===== src/rtl/keypad_scan_ctrl.sv =====
// 3x4 matrix keypad scanner: column strobe with programmable dwell, whole-frame
// capture, press/release debounce FSM and valid/ack + interrupt reporting.
module keypad_scan_ctrl #(
  parameter int SCAN_DIV       = 50000,
  parameter int DEBOUNCE_SCANS = 4
) (
  input  logic       clk,
  input  logic       rst_n,
  input  logic [2:0] row,
  output logic [3:0] col,
  output logic [3:0] key_code,
  output logic       key_valid,
  input  logic       key_ack,
  output logic       intr,
  output logic       overrun
);

  localparam int PW = (SCAN_DIV > 1) ? $clog2(SCAN_DIV) : 1;
  localparam int CW = (DEBOUNCE_SCANS > 0) ? $clog2(DEBOUNCE_SCANS + 1) : 1;

  typedef enum logic [1:0] {IDLE, DEBOUNCE, HELD, RELEASE_DB} state_t;

  logic [PW-1:0] presc_q;
  logic [3:0]    col_q;
  logic          cap_vld_q;
  logic [3:0]    cap_code_q;
  logic          tick, frame_end;
  logic          samp_hit, fr_hit;
  logic [3:0]    samp_code, fr_code;

  state_t        state_q;
  logic [3:0]    cand_q;
  logic [CW-1:0] cnt_q, cnt_inc;
  logic [3:0]    key_code_q;
  logic          key_valid_q, intr_q, overrun_q;
  logic          accept;
  logic [3:0]    acc_code;

  assign tick      = (presc_q == PW'(SCAN_DIV - 1));
  assign frame_end = tick & col_q[3];
  assign samp_hit  = |row;

  // Row priority C > A > E within the driven column.
  always_comb begin
    samp_code = 4'd0;
    case (col_q)
      4'b0001: samp_code = row[0] ? 4'd1  : row[1] ? 4'd2 : 4'd3;
      4'b0010: samp_code = row[0] ? 4'd4  : row[1] ? 4'd5 : 4'd6;
      4'b0100: samp_code = row[0] ? 4'd7  : row[1] ? 4'd8 : 4'd9;
      default: samp_code = row[0] ? 4'd10 : row[1] ? 4'd0 : 4'd11;
    endcase
  end

  // The col3 sample on the frame-end tick still belongs to the closing frame.
  assign fr_hit  = cap_vld_q | samp_hit;
  assign fr_code = cap_vld_q ? cap_code_q : samp_code;

  always_ff @(posedge clk or negedge rst_n) begin
    if (!rst_n) begin
      presc_q    <= '0;
      col_q      <= 4'b0001;
      cap_vld_q  <= 1'b0;
      cap_code_q <= 4'd0;
    end else if (tick) begin
      presc_q <= '0;
      col_q   <= {col_q[2:0], col_q[3]};
      if (frame_end) begin
        cap_vld_q  <= 1'b0;
        cap_code_q <= 4'd0;
      end else if (!cap_vld_q && samp_hit) begin
        cap_vld_q  <= 1'b1;
        cap_code_q <= samp_code;
      end
    end else begin
      presc_q <= presc_q + 1'b1;
    end
  end

  assign cnt_inc = cnt_q + 1'b1;

  always_comb begin
    accept   = 1'b0;
    acc_code = cand_q;
    if (frame_end && fr_hit) begin
      case (state_q)
        IDLE: if (DEBOUNCE_SCANS == 1) begin
          accept   = 1'b1;
          acc_code = fr_code;
        end
        DEBOUNCE: if (fr_code == cand_q && cnt_inc == CW'(DEBOUNCE_SCANS)) accept = 1'b1;
        default: ;
      endcase
    end
  end

  always_ff @(posedge clk or negedge rst_n) begin
    if (!rst_n) begin
      state_q     <= IDLE;
      cand_q      <= 4'd0;
      cnt_q       <= '0;
      key_code_q  <= 4'd0;
      key_valid_q <= 1'b0;
      intr_q      <= 1'b0;
      overrun_q   <= 1'b0;
    end else begin
      intr_q <= accept;
      if (accept) begin
        key_code_q  <= acc_code;
        key_valid_q <= 1'b1;
        // An ack on the accept cycle retires the old key, so no overrun.
        overrun_q   <= key_valid_q & ~key_ack;
      end else if (key_ack && key_valid_q) begin
        key_valid_q <= 1'b0;
        overrun_q   <= 1'b0;
      end

      if (frame_end) begin
        case (state_q)
          IDLE: if (fr_hit) begin
            cand_q <= fr_code;
            cnt_q  <= CW'(1);
            state_q <= (DEBOUNCE_SCANS == 1) ? HELD : DEBOUNCE;
          end
          DEBOUNCE: begin
            if (!fr_hit) begin
              state_q <= IDLE;
            end else if (fr_code != cand_q) begin
              cand_q <= fr_code;
              cnt_q  <= CW'(1);
            end else if (accept) begin
              state_q <= HELD;
            end else begin
              cnt_q <= cnt_inc;
            end
          end
          HELD: if (!fr_hit) begin
            cnt_q   <= CW'(1);
            state_q <= (DEBOUNCE_SCANS == 1) ? IDLE : RELEASE_DB;
          end
          default: begin
            if (fr_hit) state_q <= HELD;
            else if (cnt_inc == CW'(DEBOUNCE_SCANS)) state_q <= IDLE;
            else cnt_q <= cnt_inc;
          end
        endcase
      end
    end
  end

  assign col       = col_q;
  assign key_code  = key_code_q;
  assign key_valid = key_valid_q;
  assign intr      = intr_q;
  assign overrun   = overrun_q;

endmodule


===== config.mk =====
export PLATFORM = sky130hd
export DESIGN_NAME = keypad_scan_ctrl
export DESIGN_NICKNAME = d
export VERILOG_FILES = /design/src/rtl/keypad_scan_ctrl.sv
export SDC_FILE = /design/constraint.sdc
export NUM_CORES = 1
export LEC_CHECK = 0
export CORE_UTILIZATION = 55
export CTS_CLUSTER_SIZE = 30
export DETAILED_ROUTE_END_ITERATION = 7
export PLACE_DENSITY = 0.75
export SYNTH_ARGS = -nofsm -noshare
export SYNTH_HDL_FRONTEND = slang
export SYNTH_SLANG_ARGS = --single-unit

===== constraint.sdc =====
create_clock -name clk -period 3.65 [get_ports clk]
set_input_delay 0.73 -clock clk [delete_from_list [all_inputs] [get_ports clk]]
set_output_delay 0.73 -clock clk [all_outputs]
set_load 0.05 [all_outputs]

# Word level (Yosys, flattened, before mapping)
# Index checks and enable logic that the tools add are counted.
# totals
output_inout_bits,11
input_bits,6
reg_bits,41
# op_classes
eq_ne,18
mux,41
n_reduce_logical,15
n_addsub,2
bitwise_logic,4
# op_table
operator,count
4-bit two-way mux,9
3-bit two-way mux,7
2-bit two-way mux,10
16-bit by 1-bit adder with 16-bit output (second input constant),1
16-bit equality test (second input constant),1
16-bit two-way mux,1
4-bit case mux with 3 select lines,1
1-bit two-way mux,10
3-bit inequality test (second input constant),3
3-bit case mux with 3 select lines,1
2-bit inequality test (second input constant),4
4-bit case mux with 2 select lines,1
7-bit AND reduction,1
2-bit case mux with 3 select lines,1
6-bit AND reduction,1
2-bit nonzero test,3
5-bit AND reduction,1
4-bit by 1-bit equality test with 1-bit output (second input constant),1
4-bit by 2-bit equality test with 1-bit output (second input constant),1
4-bit by 3-bit equality test with 1-bit output (second input constant),1
4-bit equality test,1
1-bit logical AND,4
4-bit inequality test,1
4-bit nonzero test,1
other kinds (13),14

# Longest topological paths before layout
# Gate-level depths: netlist (run 1).
# depth
word_depth,13
mapped_depth,9
mapped_depth_nobuf,8

# Least setup slack after synthesis (run 1)
# No wires, ideal clock.
# synth_path
path_type,reg-to-reg
from,register col_q[0] (netlist: col[0])
to,register state_q[0]
path_slack_ns,0.894
stages_incl_launch_ff,9
setup_ns,0.125
path_buffers,1
synth_period_minus_slack_ns,2.756
t_required_ns,3.525
arrival_ns,2.631
path_cell_list,dfstp_2 buf_4 and4bb_2 o21bai_1 a41oi_1 xnor2_1 nand4_2 a31oi_1 mux2_2
# synth_between
elab_chain_len,10
word_cells_on_any_way,14
# synth_rtl
item,line_no,source
start: declaration,24,logic [3:0] col_q;
start signal: assignment,66,"col_q <= {col_q[2:0], col_q[3]};"
"4-bit by 3-bit equality test with 1-bit output, or another cell as far along",46,case (col_q)
4-bit case mux with 3 select lines (*),46,
4-bit two-way mux (*),56,assign fr_code = cap_vld_q ? cap_code_q : samp_code;
4-bit equality test,90,DEBOUNCE: if (fr_code == cand_q && cnt_inc == CW'(DEBOUNCE_SCANS)) accept = 1'b1;
1-bit logical AND,90,
1-bit two-way mux,90,
1-bit two-way mux,85,case (state_q)
1-bit two-way mux,84,if (frame_end && fr_hit) begin
3-bit inequality test (no line),n/a,
6-bit AND reduction (no line) (*),n/a,
end signal: assignment,122,state_q <= (DEBOUNCE_SCANS == 1) ? HELD : DEBOUNCE;
end signal: assignment,138,state_q <= (DEBOUNCE_SCANS == 1) ? IDLE : RELEASE_DB;
end: declaration,31,state_t state_q;
# Mark *: on every way between the ends. The rest lies on a longest branch, timed or not.
# A chain may end at the register's enable or synchronous reset.

# Final worst setup path (run 1)
# layout_path
from,input port row[0]
to,register state_q[0]
# layout_between
elab_chain_len,10
word_cells_on_any_way,24
# layout_rtl
item,line_no,source
start: declaration,9,"input logic [2:0] row,"
"4-bit two-way mux, or another cell as far along",50,default: samp_code = row[0] ? 4'd10 : row[1] ? 4'd0 : 4'd11;
4-bit case mux with 3 select lines,46,
4-bit two-way mux,56,
4-bit equality test,90,
1-bit logical AND,90,
1-bit two-way mux,90,
1-bit two-way mux,85,
1-bit two-way mux,84,
3-bit inequality test (no line),n/a,
6-bit AND reduction (no line),n/a,
# Parallel ways exist; a longest one is shown, timed or not.

==> metrics.txt, run 1 <==
status=complete, no violations; grt total ovfl=0; Final Total Pwr=between 0.8 and 0.9 mW; CP max-delay cell=clkdlybuf4s50_1; deepest clock path buffer count=2; Starting Density=approximately 59%; R2R Setup Slk=between 0.9 and 1 ns; Final setup viols=0; DR vias=1964; WHS Path Cells=1; CP max stage delay=0.68 ns; layout cells sized above 1=between 10% and 20%; IO Pins=17; crit path buf inv count=1; critical path type=in -> reg; Mapped Area=between 0.002 and 0.0025 mm²; ANT cells=0; clock transition at the registers of the reported paths=about 0.08 ns; Post-synth EDFFs=0; Final Hold Viols=0; CP Data Required Time=between 3 and 4 ns; Leak=approximately 1.2 nW; Synth cell types=63; CTS tree=yes; gpl congestion=0.846; crit share post-route=~87%; Crit path depth=8; FF/Latch Area=0.00103 mm²; Final #Nets=approximately 290; Min-Delay Endpoint=presc_q[0]$_DFF_PN0_; post-synthesis register bit count=approximately 40; All-Layer GR Usage=a little under a quarter; 1st-pass router iterations=4; clk_lat worst skew=~0.30 ns; Top FF cell, synth=dfrtp_1; first-pass GRT wire length=7850 µm; number of port buffers=16; DRC=0; most numerous cell in the Yosys netlist=dfrtp_1; cells after synthesis=roughly 260; data arrival time of the critical path=around 3.4 ns; CP endpoint kind=flop; die area=around 0.0046 mm²; drt total wl=between 4000 and 5000 µm; final setup margin=0.474 ns; CTS Buf Count=5; crit-path cells=clkdlybuf4s50_1, nand3b_1, a2111oi_2, o21ai_0, a21oi_1, nand4_2, a31oi_1, mux2_2; Crit Reg-Reg Startpoint=presc_q[4]$_DFF_PN0_; Multi-input gate area=between 0.001 and 0.0015 mm²; maximum clock frequency=approximately 310 MHz; worst-margin pin slew=about 0.90 ns; critical hold path startpoint=presc_q[0]$_DFF_PN0_; final worst path period need=~3.2 ns; Synth top cells by count=40 x dfrtp_1, 34 x nand2_1, 22 x nor2_1; ANT nets after route=0; chip width=68.2 µm; post-synth top area cell=dfrtp_1; Std-Cell Rows=23; FF-to-FF End=state_q[0]$_DFFE_PN0P_; CTS root buf=clkbuf_8; Register-to-Register Path Depth=7; largest net degree at the start of global routing=between 40 and 50; DRT iter0 DRCs=120; core box area=slightly above 0.004 mm²; H-tree depth=2; synth warn=0; unrepaired setup endpoints after global routing=false; Vias/cell=roughly 6.0; Finished Core Util=approximately 66%; CTS sink cnt=about 40; asr flop ratio synth=100%; vias in the first global route=1743; Place WS=0.160 ns; VDD IR max=roughly 0.26 mV; area share of the leading cell type in the synthesized netlist=41.5%; Synth area leaders=dfrtp_1 42%, nand2_1 5.3%, o21ai_0 3.9%; fillcell total=around 350; setup TNS=0 ns; die span in y=approximately 70 µm; Startpoint Class=input pin; Max Slew Vio Count=0; Post-CTS Setup Bufs=0; Post-Layout Cell Count=327; Avg Cell Area, Syn=approximately 9.3 µm²; Worst slew margin=39.8%; Final Skew=roughly 0.0074 ns; wire length per cell=around 15 µm; Post-DP HPWL=roughly 3400 µm; placed insts=319; Pwr Density=roughly 320 mW/mm²; worst hold path class=reg -> reg; initial antenna violation count=0; sequential share of the synthesized area=42.6%; Crit Path Max Fanout=13; max_cap viols=0; cell family with most CP delay=compound AO/OA/AOI/OAI gates; synth-to-layout area growth=13.2%; hold bufs inserted after CTS=0; Synth Net Count=271; # resized after CTS=0
[final cells by class]
class	instances	area share (%)
multi-input combinational	196	47.2
clock inverter	2	1.38
clock buffer	6	3.03
sequential	41	37.7
timing repair buffer	20	6.79
tap	50	2.29
inverter	12	1.65
[worst max path at each step]
stage                       from                      end  slack [ns]
after floorplan           row[0]  acc_code[0]$_DFFE_PN0P_        0.89
after global placement    row[0]  acc_code[1]$_DFFE_PN0P_        0.22
after detailed placement  row[0]  acc_code[3]$_DFFE_PN0P_        0.16
after CTS                 row[0]  acc_code[3]$_DFFE_PN0P_        0.49
after global routing      row[0]   state_q[0]$_DFFE_PN0P_        0.29
final                     row[0]   state_q[0]$_DFFE_PN0P_        0.47
[per-layer routing]
layer	GRT usage (%)	wire, µm
met5	0	0
met3	4.50	214
met1	31.8	2420
met4	10.2	102
met2	35.0	2070
[metrics by stage]
stage,instance area [µm²],hold WS [ns]
5_1_grt,2730,0.519
4_1_cts,2730,0.469
3_3_place_gp,2610,0.455
3_5_place_dp,2610,0.449
6_report,2730,0.470
2_1_floorplan,2410,0.433
[cells in the final DEF (no fill, tap or decap), types with 8 or more instances in the layout]
cell type and count:
clkdlybuf4s50_1 15, nand3_1 9, nand2_1 34, xnor2_1 8, dfrtp_1 40, inv_1 12
nor2_1 22, o21ai_0 19
[registers in the layout, summed over array words and instances, names as in the netlist, named ones only]
name,flops
acc_code,4
cap_code_q,4
cap_vld_q,1
cnt_q,3
col,4
intr,1
key_code,4
key_valid,1
overrun,1
presc_q,16
state_q,1
[cell families (layout without fill, tap and decap cells)]
| logic type | after synthesis | count (layout) | synth area share (%) |
|---|---|---|---|
| adder cells (fa/ha/maj) | 7 | 7 | 3.63 |
| XOR/XNOR | 15 | 15 | 5.45 |
| buffers and inverters | 21 | 40 | 3.95 |
| multiplexers | 6 | 6 | 2.80 |
| AND/OR/NAND/NOR | 111 | 111 | 25.4 |
| flip-flops | 41 | 41 | 42.6 |
| AO/OA/AOI/OAI | 57 | 57 | 16.1 |
[report_power, final]
part           internal (mW)  switching, mW  leakage, nW
Clock                  0.222          0.160       0.0574
Combinational         0.0140         0.0239        0.624
Sequential             0.455        0.00174        0.515
Total                  0.691          0.185         1.20
(Power assumes the default switching activity.)
==> inputs of run 2 (changes only) <==
- REMOVE_ABC_BUFFERS: unset -> 1
==> metrics.txt, run 2 (same netlist as run 1, synthesis figures left out) <==
CTS tree=yes (unchanged); Clock Power Share=43.0% (was 43.6%); CTS root buf=clkbuf_8 (unchanged); combinational fraction of design power=4.5% (was 4.3%); gpl congestion=0.855 (was 0.846); Std-Cell Rows=23 (unchanged); Final setup viols=0 (unchanged); setup TNS=0 ns (unchanged); clk_lat worst skew=0.30 ns (about the same); Post-Layout Cell Count=328 (was 327); largest net degree at the start of global routing=42 (unchanged); worst hold path class=reg -> reg (unchanged); maximum clock frequency=325 MHz (was 315 MHz); CP max stage delay=0.58 ns (was 0.68 ns); die area=0.00465 mm² (unchanged); crit path buf inv count=2 (was 1); ANT cells=0 (unchanged); DRT iter0 DRCs=185 (was 120); Crit Path Max Fanout=7 (was 13); Int Pwr=0.675 mW (was 0.691 mW); DRC=0 (unchanged); Switching Share=22.4% (was 21.1%); max_cap viols=0 (unchanged); crit-path cells=clkdlybuf4s50_1, buf_4, nor4b_1, o21ai_0, a41oi_1, xnor2_1, and4_4, nor4_4, mux2_2 (was clkdlybuf4s50_1, nand3b_1, a2111oi_2, o21ai_0, a21oi_1, nand4_2, a31oi_1, mux2_2); Final Hold Viols=0 (unchanged); clock transition at the registers of the reported paths=0.08 ns (about the same); core box area=0.00412 mm² (unchanged); first-pass GRT wire length=8320 µm (was 7850 µm); Final Total Pwr=0.870 mW (was 0.877 mW); Starting Density=58.6% (unchanged); layer with the highest usage=met2 (unchanged); CP Data Required Time=3.83 ns (about the same); Final #Nets=290 (was 289); Post-CTS Setup Bufs=0 (unchanged); CTS sink cnt=41 (unchanged); data arrival time of the critical path=3.26 ns (was 3.36 ns); crit share post-route=84.3% (was 87.0%); CTS Buf Count=5 (unchanged); Vias/cell=5.90 (was 6.01); unrepaired setup endpoints after global routing=false (unchanged); die span in y=68.2 µm (unchanged); critical path type=in -> reg (unchanged); number of port buffers=16 (unchanged); VDD IR max=0.204 mV (was 0.259 mV); status=complete, no violations (unchanged); final worst path period need=3.08 ns (was 3.18 ns); Finished Core Util=66.3% (unchanged); Post-DP HPWL=3570 µm (was 3450 µm); # resized after CTS=0 (unchanged); Max Slew Vio Count=0 (unchanged); placed insts=320 (was 319); routing usage on met2=39.7% (was 35.0%); ANT nets after route=0 (unchanged); Startpoint Class=input pin (unchanged); vias in the first global route=1855 (was 1743); grt total ovfl=0 (unchanged); IO Pins=17 (unchanged); H-tree depth=2 (unchanged); hold_ws=0.462 ns (was 0.470 ns); 1st-pass router iterations=4 (unchanged); Final Skew=0.00990 ns (was 0.00744 ns); Worst slew margin=38.9% (was 39.8%); Leak=1.20 nW (about the same); initial antenna violation count=0 (unchanged); GR Util met1=31.4% (was 31.8%); layout cells sized above 1=11.9% (was 11.6%); CP endpoint kind=flop (unchanged); hold bufs inserted after CTS=0 (unchanged); sw power=0.195 mW (was 0.185 mW); Pwr Density=319 mW/mm² (was 321 mW/mm²); CP max-delay cell=clkdlybuf4s50_1 (unchanged); largest reg by FF count=presc_q (unchanged); most frequent cells in the layout=40 x dfrtp_1, 34 x nand2_1, 22 x nor2_1 (unchanged); Flop pwr share=52.5% (was 52.1%); wire length per cell=15.1 µm (was 14.7 µm); drt total wl=4960 µm (was 4800 µm); All-Layer GR Usage=25.0% (was 23.1%); chip width=68.2 µm (unchanged); deepest clock path buffer count=2 (unchanged); DR vias=1934 (was 1964); max reg flops=16 (unchanged); cell family with most CP delay=buffers and inverters (was compound AO/OA/AOI/OAI gates); worst-margin pin slew=0.916 ns (was 0.903 ns); GR Util met3=6.17% (was 4.50%); most common library cell in the layout ignoring fill and taps=dfrtp_1 (unchanged); synth-to-layout area growth=13.2% (unchanged)
[run 2: final timing paths]
| kind | from | endpoint | slack (ns) | cells after the start |
|---|---|---|---|---|
| min in group asynchronous | rst_n | cap_code_q[1]$_DFFE_PN0P_ | 0.56 | 1 |
| worst min-delay path | presc_q[0]$_DFF_PN0_ | presc_q[0]$_DFF_PN0_ | 0.46 | 1 |
| worst max register to register | presc_q[4]$_DFF_PN0_ | cnt_q[2]$_DFFE_PN0P_ | 0.92 | 7 |
| max in group asynchronous | rst_n | presc_q[8]$_DFF_PN0_ | 2.51 | 1 |
| worst min register to register | presc_q[0]$_DFF_PN0_ | presc_q[0]$_DFF_PN0_ | 0.46 | 1 |
| worst max-delay path | row[0] | acc_code[0]$_DFFE_PN0P_ | 0.57 | 9 |
[run 2: metal layers]
| layer | vias to the layer above | wire length [µm] | part of all wire (%) |
|---|---|---|---|
| met3 | 10 | 210 | 4.2 |
| met5 | - | 0 | 0 |
| met1 | 933 | 2310 | 47 |
| met4 | 0 | 121 | 2.4 |
| li1 | 958 | - | - |
| met2 | 33 | 2320 | 47 |
[run 2: layout make-up]
| cell class | instances | area [µm²] |
|---|---|---|
| Clock buffer | 5 | 68.8 |
| Fill cell | 335 | 1390 |
| Inverter | 12 | 45.0 |
| Clock inverter | 3 | 43.8 |
| Multi-Input combinational cell | 196 | 1290 |
| Sequential cell | 41 | 1030 |
| Tap cell | 50 | 62.6 |
| Timing Repair Buffer | 21 | 193 |
[run 2: stage by stage]
stage	area, µm²	setup WS [ns]
floorplan	2360	0.724
global placement	2620	0.327
detailed placement	2620	0.274
CTS	2730	0.572
global route	2730	0.383
finish	2730	0.573
[run 2: power groups by stage]
stage                     clock network [mW]  registers [mW]  logic, mW
after CTS                              0.379           0.457     0.0394
after detailed placement                   0           0.466     0.0391
after global placement                     0           0.466     0.0387
after global routing                   0.401           0.457     0.0440
after floorplan                            0           0.465     0.0171
final                                  0.375           0.457     0.0387
==> inputs of run 3 (changes only) <==
- CORE_UTILIZATION: 55 -> 53
- PLACE_DENSITY: 0.75 -> 0.76
- clock period: 3.65 -> 2.8 ns (I/O delays scaled with it)
==> metrics.txt, run 3 (same netlist as run 1, synthesis figures left out) <==
critical path type=reg -> reg (was in -> reg); die area=0.00482 mm² (was 0.00465 mm²); Final Total Pwr=1.14 mW (was 0.870 mW); placed insts=342 (was 320); Int Pwr=0.889 mW (was 0.675 mW); Switching Share=22.0% (was 22.4%); placement-stage cell area=0.00277 mm² (was 0.00262 mm²); deepest clock path buffer count=2 (unchanged); wire length per cell=14.9 µm (was 15.1 µm); All-Layer GR Usage=23.4% (was 25.0%); Max Slew Vio Count=0 (unchanged); Final #Nets=312 (was 290); max_cap viols=0 (unchanged); Starting Density=55.3% (was 58.6%); ANT nets after route=0 (unchanged); Place WS=-0.412 ns (was 0.274 ns); CP most frequent cell=buf_4; combinational fraction of design power=5.9% (was 4.5%); grt total ovfl=0 (unchanged); Vias/cell=5.68 (was 5.90); CTS Buf Count=5 (unchanged); max reg flops=16 (unchanged); layout cells sized above 1=20.3% (was 11.9%); largest net degree at the start of global routing=42 (unchanged); CTS sink cnt=41 (unchanged); CP max-delay cell=or4_1 (was clkdlybuf4s50_1); worst hold path class=in -> async (was reg -> reg); Crit Reg-Reg Startpoint=col[2]$_DFFE_PN0N_ (was presc_q[4]$_DFF_PN0_); Clock Power Share=41.9% (was 43.0%); data arrival time of the critical path=2.88 ns (was 3.26 ns); clk_lat worst skew=0.30 ns (about the same); CP endpoint kind=flop (unchanged); CTS tree=yes (unchanged); final instance area=0.00293 mm² (was 0.00273 mm²); Crit. Startpoint=col[2]$_DFFE_PN0N_ (was row[0]); R2R Setup Slk=0.11 ns (was 0.92 ns); vias in the first global route=1968 (was 1855); initial antenna violation count=0 (unchanged); DR vias=2001 (was 1934); Post-Layout Cell Count=352 (was 328); FF/Latch Area=0.00103 mm² (about the same); sw power=0.251 mW (was 0.195 mW); IO Pins=17 (unchanged); CTS root buf=clkbuf_8 (unchanged); chip width=69.4 µm (was 68.2 µm); Multi-input gate area=0.00132 mm² (was 0.00129 mm²); FF-to-FF End=acc_code[2]$_DFFE_PN0P_ (was cnt_q[2]$_DFFE_PN0P_); VDD IR max=0.308 mV (was 0.204 mV); 1st-pass router iterations=4 (unchanged); largest reg by FF count=presc_q (unchanged); Worst slew margin=39.1% (was 38.9%); Final setup viols=0 (unchanged); clock transition at the registers of the reported paths=0.08 ns (about the same); gpl congestion=0.779 (was 0.855); Post-DP HPWL=3670 µm (was 3570 µm); Crit Path Max Fanout=12 (was 7); number of port buffers=16 (unchanged); maximum clock frequency=372 MHz; crit-path cells=buf_4, nor2_1, a21oi_1, or4_1, a41o_1, and4_4, nor4_4, buf_4, mux2_2 (was clkdlybuf4s50_1, buf_4, nor4b_1, o21ai_0, a41oi_1, xnor2_1, and4_4, nor4_4, mux2_2); drt total wl=5240 µm (was 4960 µm); crit share post-route=a little over nine tenths; Final Hold Viols=0 (unchanged); die span in y=69.4 µm (was 68.2 µm); CP Data Required Time=2.99 ns (was 3.83 ns); unrepaired setup endpoints after global routing=false (unchanged); Final Skew=0.0107 ns (was 0.00990 ns); crit path buf inv count=2 (unchanged); Pwr Density=389 mW/mm² (was 319 mW/mm²); Flop pwr share=52.3% (was 52.5%); Startpoint Class=flop (was input pin); synth-to-layout area growth=21.4% (was 13.2%); most common library cell in the layout ignoring fill and taps=dfrtp_1 (unchanged); worst-margin pin slew=0.914 ns (was 0.916 ns); fillcell total=347 (was 335); DRC=0 (unchanged); CP max stage delay=0.52 ns (was 0.58 ns); status=complete, no violations (unchanged); H-tree depth=2 (unchanged); core box area=0.00435 mm² (was 0.00412 mm²); ANT cells=0 (unchanged); first-pass GRT wire length=9110 µm (was 8320 µm); most frequent cells in the layout=39 x dfrtp_1, 34 x nand2_1, 26 x buf_4 (was 40 x dfrtp_1, 34 x nand2_1, 22 x nor2_1); final setup margin=0.111 ns (was 0.573 ns); Std-Cell Rows=24 (was 23); Register-to-Register Path Depth=9 (was 7); cell family with most CP delay=simple AND/OR/NAND/NOR gates (was buffers and inverters); final worst path period need=between 2 and 3 ns; Leak=1.33 nW (was 1.20 nW); DRT iter0 DRCs=131 (was 185)
==> run 3: how the worst max path moves through the flow <==
stage | slack [ns] | depth (start not counted) | endpoint
after floorplan | -0.13 | 7 | state_q[0]$_DFFE_PN0P_
after global placement | -0.32 | 8 | acc_code[2]$_DFFE_PN0P_
after detailed placement | -0.41 | 9 | acc_code[1]$_DFFE_PN0P_
after CTS | 0.02 | 9 | acc_code[2]$_DFFE_PN0P_
after global routing | 0.0006 | 9 | acc_code[3]$_DFFE_PN0P_
final | 0.11 | 9 | acc_code[2]$_DFFE_PN0P_
==> run 3: worst register-to-register path, cell delays in order (launching register included) <==
cell and delay [ns]:
dfrtp_2 0.49, buf_4 0.18, nor2_1 0.09, a21oi_1 0.10, or4_1 0.52, a41o_1 0.26, and4_4 0.21, nor4_4 0.23
buf_4 0.18, mux2_2 0.33
==> run 3: repair_timing <==
item | in CTS | in global routing
hold buffers | 0 | 0
pin swaps | 3 | 3
setup endpoints to repair | 5 | 4
buffers inserted | 1 | 1
gates resized for setup | 4 | 12
==> run 3: final cells by class <==
class	instances	area share (%)
Sequential cell	41	35.1
Tap cell	52	2.22
Clock buffer	6	2.48
Clock inverter	2	1.20
Timing Repair Buffer	43	12.3
Inverter	12	1.54
Multi-Input combinational cell	196	45.1
==> run 3: layer usage <==
layer	wire length, µm	GRT usage (%)	vias up
met4	59	5.67	0
met2	2660	38.0	15
met1	2430	32.6	974
li1	-	-	1004
met3	89	4.22	8
met5	0	0	-
==> run 3: power by group through the flow <==
stage	Clock, mW	Combinational, mW	Sequential [mW]
floorplan	0	0.0223	0.607
global placement	0	0.0618	0.607
detailed placement	0	0.0626	0.607
CTS	0.472	0.0635	0.595
global route	0.506	0.0738	0.596
finish	0.477	0.0669	0.595
==> run 3: per-stage QoR <==
stage	utilization, %	setup TNS, ns	hold slack [ns]
6_report	67.2	0	0.382
2_1_floorplan	-	-0.372	0.264
3_3_place_gp	63.6	-2.50	0.447
3_5_place_dp	63.6	-3.53	0.451
4_1_cts	66.5	0	0.432
5_1_grt	67.2	0	0.480
==> RTL edit 1: new RTL, settings of run 1 <==
Make the reset (`rst_n`) synchronous in 2 clocked blocks.
--- a/src/rtl/keypad_scan_ctrl.sv
+++ b/src/rtl/keypad_scan_ctrl.sv
@@ -55,7 +55,7 @@
   assign fr_hit  = cap_vld_q | samp_hit;
   assign fr_code = cap_vld_q ? cap_code_q : samp_code;
 
-  always_ff @(posedge clk or negedge rst_n) begin
+  always_ff @(posedge clk) begin
     if (!rst_n) begin
       presc_q    <= '0;
       col_q      <= 4'b0001;
@@ -93,7 +93,7 @@
     end
   end
 
-  always_ff @(posedge clk or negedge rst_n) begin
+  always_ff @(posedge clk) begin
     if (!rst_n) begin
       state_q     <= IDLE;
       cand_q      <= 4'd0;
Formal check against the unedited RTL: no difference found for any inputs over 10 cycles, from zero or initial values and one cycle with rst_n low; that may be too few to reach the edited logic, so the function may still have changed.
==> RTL edit 1 against run 1 <==
Total power shrank 0.55%; sequential cell count unchanged; routed wire length increased by 1.5%; setup slack worse by 0.10 ns; area after synthesis is 2.3% lower; cell count is 2.1% higher; cell area fell by 3.4%; via count fell by 2.4%; sequential power is 1% lower; critical path type unchanged; largest power group unchanged.
==> RTL edit 1: results (changes against run 1) <==
Run status
  • Status: finished, final reports clean

Detailed routing
  • Initial DRC count: 117 (-2.5%)
  • Via Count: 1916 (-2.4%)
  • Initial DRT Pass Iterations: 4 (unchanged)
  • Total Wirelength: 4870 µm (+1.5%)

Yosys
  • Register area share after synthesis: 34.9% (-7.8 points)
  • Unique masters post-synth: 59 (-6.3%)
  • Synth area leaders: dfxtp_1 (35%), nor2_1 (5.9%), nand2_1 (4.5%)
  • Post-synthesis xor/xnor area fraction: 6.96% (+1.5 points)
  • Compound-cell area share of the yosys netlist: 18.8% (+2.7 points)
  • Mapped Nets: 286 (+5.5%)
  • Synth top cells by count: dfxtp_1 (41), nor2_1 (37), nand2_1 (28), a21oi_1 (19)
  • Post-synthesis mux area share: 2.98% (+0.17 points)
  • Synth Area in Adders: 3.72% (+0.085 points)

GRT
  • Number of global-route vias before repair: 1835 (+5.3%)
  • Global-route wire length before repair: 8180 µm (+4.1%)
  • Initial antenna violation count: 0 (unchanged)
  • Total GRT Usage: 24.0% (+0.94 points)
  • Largest net degree at the start of global routing: 22 (-48%)

Pwr
  • Leak: 0.908 nW (-24%)
  • Seq. pwr: 0.452 mW (-1%)
  • Internal power: 0.688 mW (-0.54%)
  • Clock power frac: 43.6% (about the same)

Layout
  • Fill count: 353 (+1.4%)
  • Final nets: 296 (+2.4%)
  • Share of cells above drive strength 1: 9.15% (-2.4 points)

STA
  • Worst-case clock skew: 0.00803 ns (+0.000592 ns)
  • Worst slew margin: 33.1% (-6.8 points)

Setup path
  • Slowest cell delay on critical path: 0.62 ns (-0.06 ns)
  • Delay-heaviest family, CP: compound AO/OA/AOI/OAI gates
  • Max FO, Critical Path: 9 (-4)
  • Arrival @ worst endpoint: 3.43 ns (+0.07 ns)

CTS
  • Clock tree root driver cell: clkbuf_8
  • Clock Pin Slew Worst Setup and Hold Paths: 0.07 ns

Placement
  • Gpl congestion: 0.800 (-5.4%)
  • Dpl hpwl: 3500 µm (+1.4%)
==> RTL edit 1: cell families (layout without fill, tap and decap cells) <==
family | Yosys count | count (layout)
simple gates | 120 | 120
compound gates | 56 | 56
flops | 41 | 41
buf+inv | 25 | 36
xor+xnor | 17 | 17
fa+ha+maj | 7 | 7
mux | 7 | 7
==> RTL edit 1: stage by stage <==
stage | hold slack (ns) | instance area, µm² | worst slack [ns] | power (mW) | std cells
floorplan | 0.418 | 2350 | 0.921 | 0.490 | 273
finish | 0.457 | 2630 | 0.371 | 0.872 | 334
global route | 0.470 | 2630 | 0.204 | 0.905 | 334
CTS | 0.457 | 2630 | 0.395 | 0.879 | 334
detailed placement | 0.444 | 2510 | 0.0908 | 0.502 | 326
global placement | 0.433 | 2510 | 0.247 | 0.501 | 326
==> RTL edit 1: layer usage <==
layer | global-route usage, % | up-vias | routed length [µm]
met5 | 0 | - | 0
met4 | 7.45 | 0 | 27
met3 | 5.24 | 2 | 149
met2 | 41.0 | 31 | 2310
met1 | 29.8 | 899 | 2390
li1 | - | 984 | -
==> RTL edit 1: final timing paths <==
| kind | slack [ns] | start | depth (start not counted) | end |
|---|---|---|---|---|
| worst max register to register | 0.75 | col[3] | 8 | acc_code[0] |
| worst min-delay path | 0.46 | key_code[2] | 2 | key_code[2] |
| worst min register to register | 0.46 | key_code[2] | 2 | key_code[2] |
| worst max-delay path | 0.37 | row[1] | 9 | acc_code[0] |
==> RTL edit 1: area by class of cell <==
class,instances,area [µm²],area share (%)
inverter,11,41.3,1.57
tap,50,62.6,2.38
sequential,41,821,31.2
clock inverter,2,37.5,1.43
clock buffer,6,82.6,3.14
multi-input combinational,207,1420,54.0
timing repair buffer,17,168,6.37
==> RTL edit 2: new RTL, settings of run 1 <==
Made on the original files. `DEBOUNCE_SCANS`: 4 -> 2.
--- a/src/rtl/keypad_scan_ctrl.sv
+++ b/src/rtl/keypad_scan_ctrl.sv
@@ -2,7 +2,7 @@
 // capture, press/release debounce FSM and valid/ack + interrupt reporting.
 module keypad_scan_ctrl #(
   parameter int SCAN_DIV       = 50000,
-  parameter int DEBOUNCE_SCANS = 4
+  parameter int DEBOUNCE_SCANS = 2
 ) (
   input  logic       clk,
   input  logic       rst_n,
Function: no difference found for any inputs over 10 cycles, from zero or initial values and one cycle with rst_n low; that may be too few to reach the edited logic, so the function may still have changed.
==> RTL edit 2 against run 1 <==
Total power is 14% lower; sequential power is 3% lower; cell area is 1.5% lower; routed wire length is 4.4% lower; sequential cell count is 1 lower; setup slack better by 0.052 ns; synthesized cell count is 4.3% lower; critical path depth stayed put; first-iteration DRC count is 27% lower; area after synthesis is 0.83% higher; utilization is 1.0 points lower.
==> RTL edit 2: results (changes against run 1) <==
Run status
  • Status: finished, final reports clean

CTS
  • Clock tree root driver cell: clkbuf_8
  • Htree depth: 2 (unchanged)
  • Buffer levels on the longest clock path: 2 (unchanged)
  • Setup Buffers After CTS: 0 (unchanged)
  • Clock Pin Slew Worst Setup and Hold Paths: 0.08 ns (about the same)
  • TritonCTS buffer count: 5 (unchanged)

Setup path
  • R2R depth: 7 (unchanged)
  • Arrival @ worst endpoint: 3.31 ns (-0.05 ns)
  • Reg2Reg Setup Slack: 0.60 ns (-0.31 ns)
  • Max FO, Critical Path: 14 (+1)
  • RR Startpoint: col[3]

Layout
  • Most flop-heavy register: presc_q
  • Ant diodes: 0 (unchanged)
  • Finished Layout Cells: 313 (-4.3%)
  • Largest register FFs: 16 (unchanged)
  • Share of cells above drive strength 1: 10.3% (-1.3 points)
  • Final nets: 274 (-5.2%)

Pwr
  • Max VDD drop: 0.235 mV (-9.3%)
  • Leak: 1.23 nW (+2.6%)

Yosys
  • Compound-cell area share of the yosys netlist: 12.6% (-3.5 points)
  • Synth Area in Adders: 3.09% (-0.54 points)
  • Async set-reset flop share out of synthesis: 100% (unchanged)
  • Synth top cells by count: dfrtp_1 (39), nand2_1 (23), nor2_1 (22), o21ai_0 (12)
  • Avg Inst Size Synth: 9.84 µm² (+5.3%)
  • Synth area leaders: dfrtp_1 (40%), nand2_1 (3.6%), nor2_1 (3.4%)
  • Mapped Nets: 259 (-4.4%)
  • Main synth FF type: dfrtp_1
  • Synthesis warning total: 0 (unchanged)
  • Post-synthesis xor/xnor area fraction: 5.77% (+0.32 points)
  • Post-synthesis mux area share: 9.32% (+6.5 points)
  • Unique masters post-synth: 51 (-19%)
  • Register area share after synthesis: 41.2% (-1.4 points)

GRT
  • Number of global-route vias before repair: 1667 (-4.4%)
  • Global-route wire length before repair: 7780 µm (-0.88%)
  • Total GRT Usage: 22.8% (-0.27 points)
  • Largest net degree at the start of global routing: 41 (-2.4%)

STA
  • Worst slew margin: 41.7% (+1.9 points)
  • Worst-case clock skew: 0.00838 ns (+0.000938 ns)
  • Hold WS: 0.460 ns (-0.0104 ns)

Detailed routing
  • Total Wirelength: 4590 µm (-4.4%)
  • Via Count: 1803 (-8.2%)
  • Initial DRC count: 88 (-27%)

Hold path
  • Hold Path Depth: 1 (unchanged)
  • Hold Path Class: reg2reg

Placement
  • Gpl congestion: 0.883 (+4.3%)
  • Placed inst area: 2610 µm² (about the same)
  • Pre-CTS setup slack: 0.220 ns (+0.0605 ns)
  • Dpl hpwl: 3300 µm (-4.3%)
## RTL edit 2: changes by cell type in the layout (fill, tap and decap cells not counted), sizes merged, moves of 3 or more
cell / before / now
nand2: 34 / 23
mux2i: 0 / 9
o21ai: 19 / 12
and3: 4 / 8
mux2: 6 / 10
a22o: 3 / 0
nor3: 4 / 7
## RTL edit 2: worst max-delay path, stage by stage
cell and delay [ns]:
clkdlybuf4s50_1 0.72, nor4b_1 0.27, o21ai_0 0.11, nand3_1 0.16, mux2i_1 0.36, o2111a_1 0.47
o311a_4 0.21, mux2_4 0.28
## RTL edit 2: metal layers
metal	part of all wire [%]	wire, µm	track usage [%]	vias up
li1	-	-	-	899
met1	50	2290	31.5	867
met2	45	2080	33.6	29
met3	3.2	147	6.83	8
met4	1.7	77	7.81	0
met5	0	0	0	-
## RTL edit 2: cells by family after synthesis
logic type	after synthesis
multiplexers	19
AO/OA/AOI/OAI	38
buffers and inverters	21
adder cells (fa/ha/maj)	6
flip-flops	40
AND/OR/NAND/NOR	107
XOR/XNOR	16
## RTL edit 2: report_power, final
| group | internal, mW | total (mW) | switching, mW |
|---|---|---|---|
| clock network | 0.134 | 0.284 | 0.150 |
| registers | 0.443 | 0.443 | 0.0000000000000000249 |
| logic | 0.00927 | 0.0250 | 0.0157 |
| total | 0.586 | 0.752 | 0.166 |
## RTL edit 2: cell type report
| class | instances | area, µm² |
|---|---|---|
| inverters | 11 | 41.3 |
| flip-flops and latches | 40 | 1000 |
| well taps | 50 | 62.6 |
| clock buffers | 7 | 76.3 |
| clock inverters | 1 | 5.00 |
| multi-input cells | 186 | 1330 |
| repair buffers | 18 | 170 |
| fillers | 368 | 1430 |
## RTL edit 2: worst max-delay path by stage
stage / startpoint / to / slack [ns] / cells past startpoint
global placement: row[0] / state_q[0] / 0.31 / 8
global route: row[0] / state_q[0] / 0.37 / 8
finish: row[0] / state_q[0] / 0.53 / 8
CTS: row[0] / state_q[0] / 0.52 / 8
floorplan: col[1] / state_q[0] / 0.57 / 9
detailed placement: row[0] / state_q[0] / 0.22 / 8
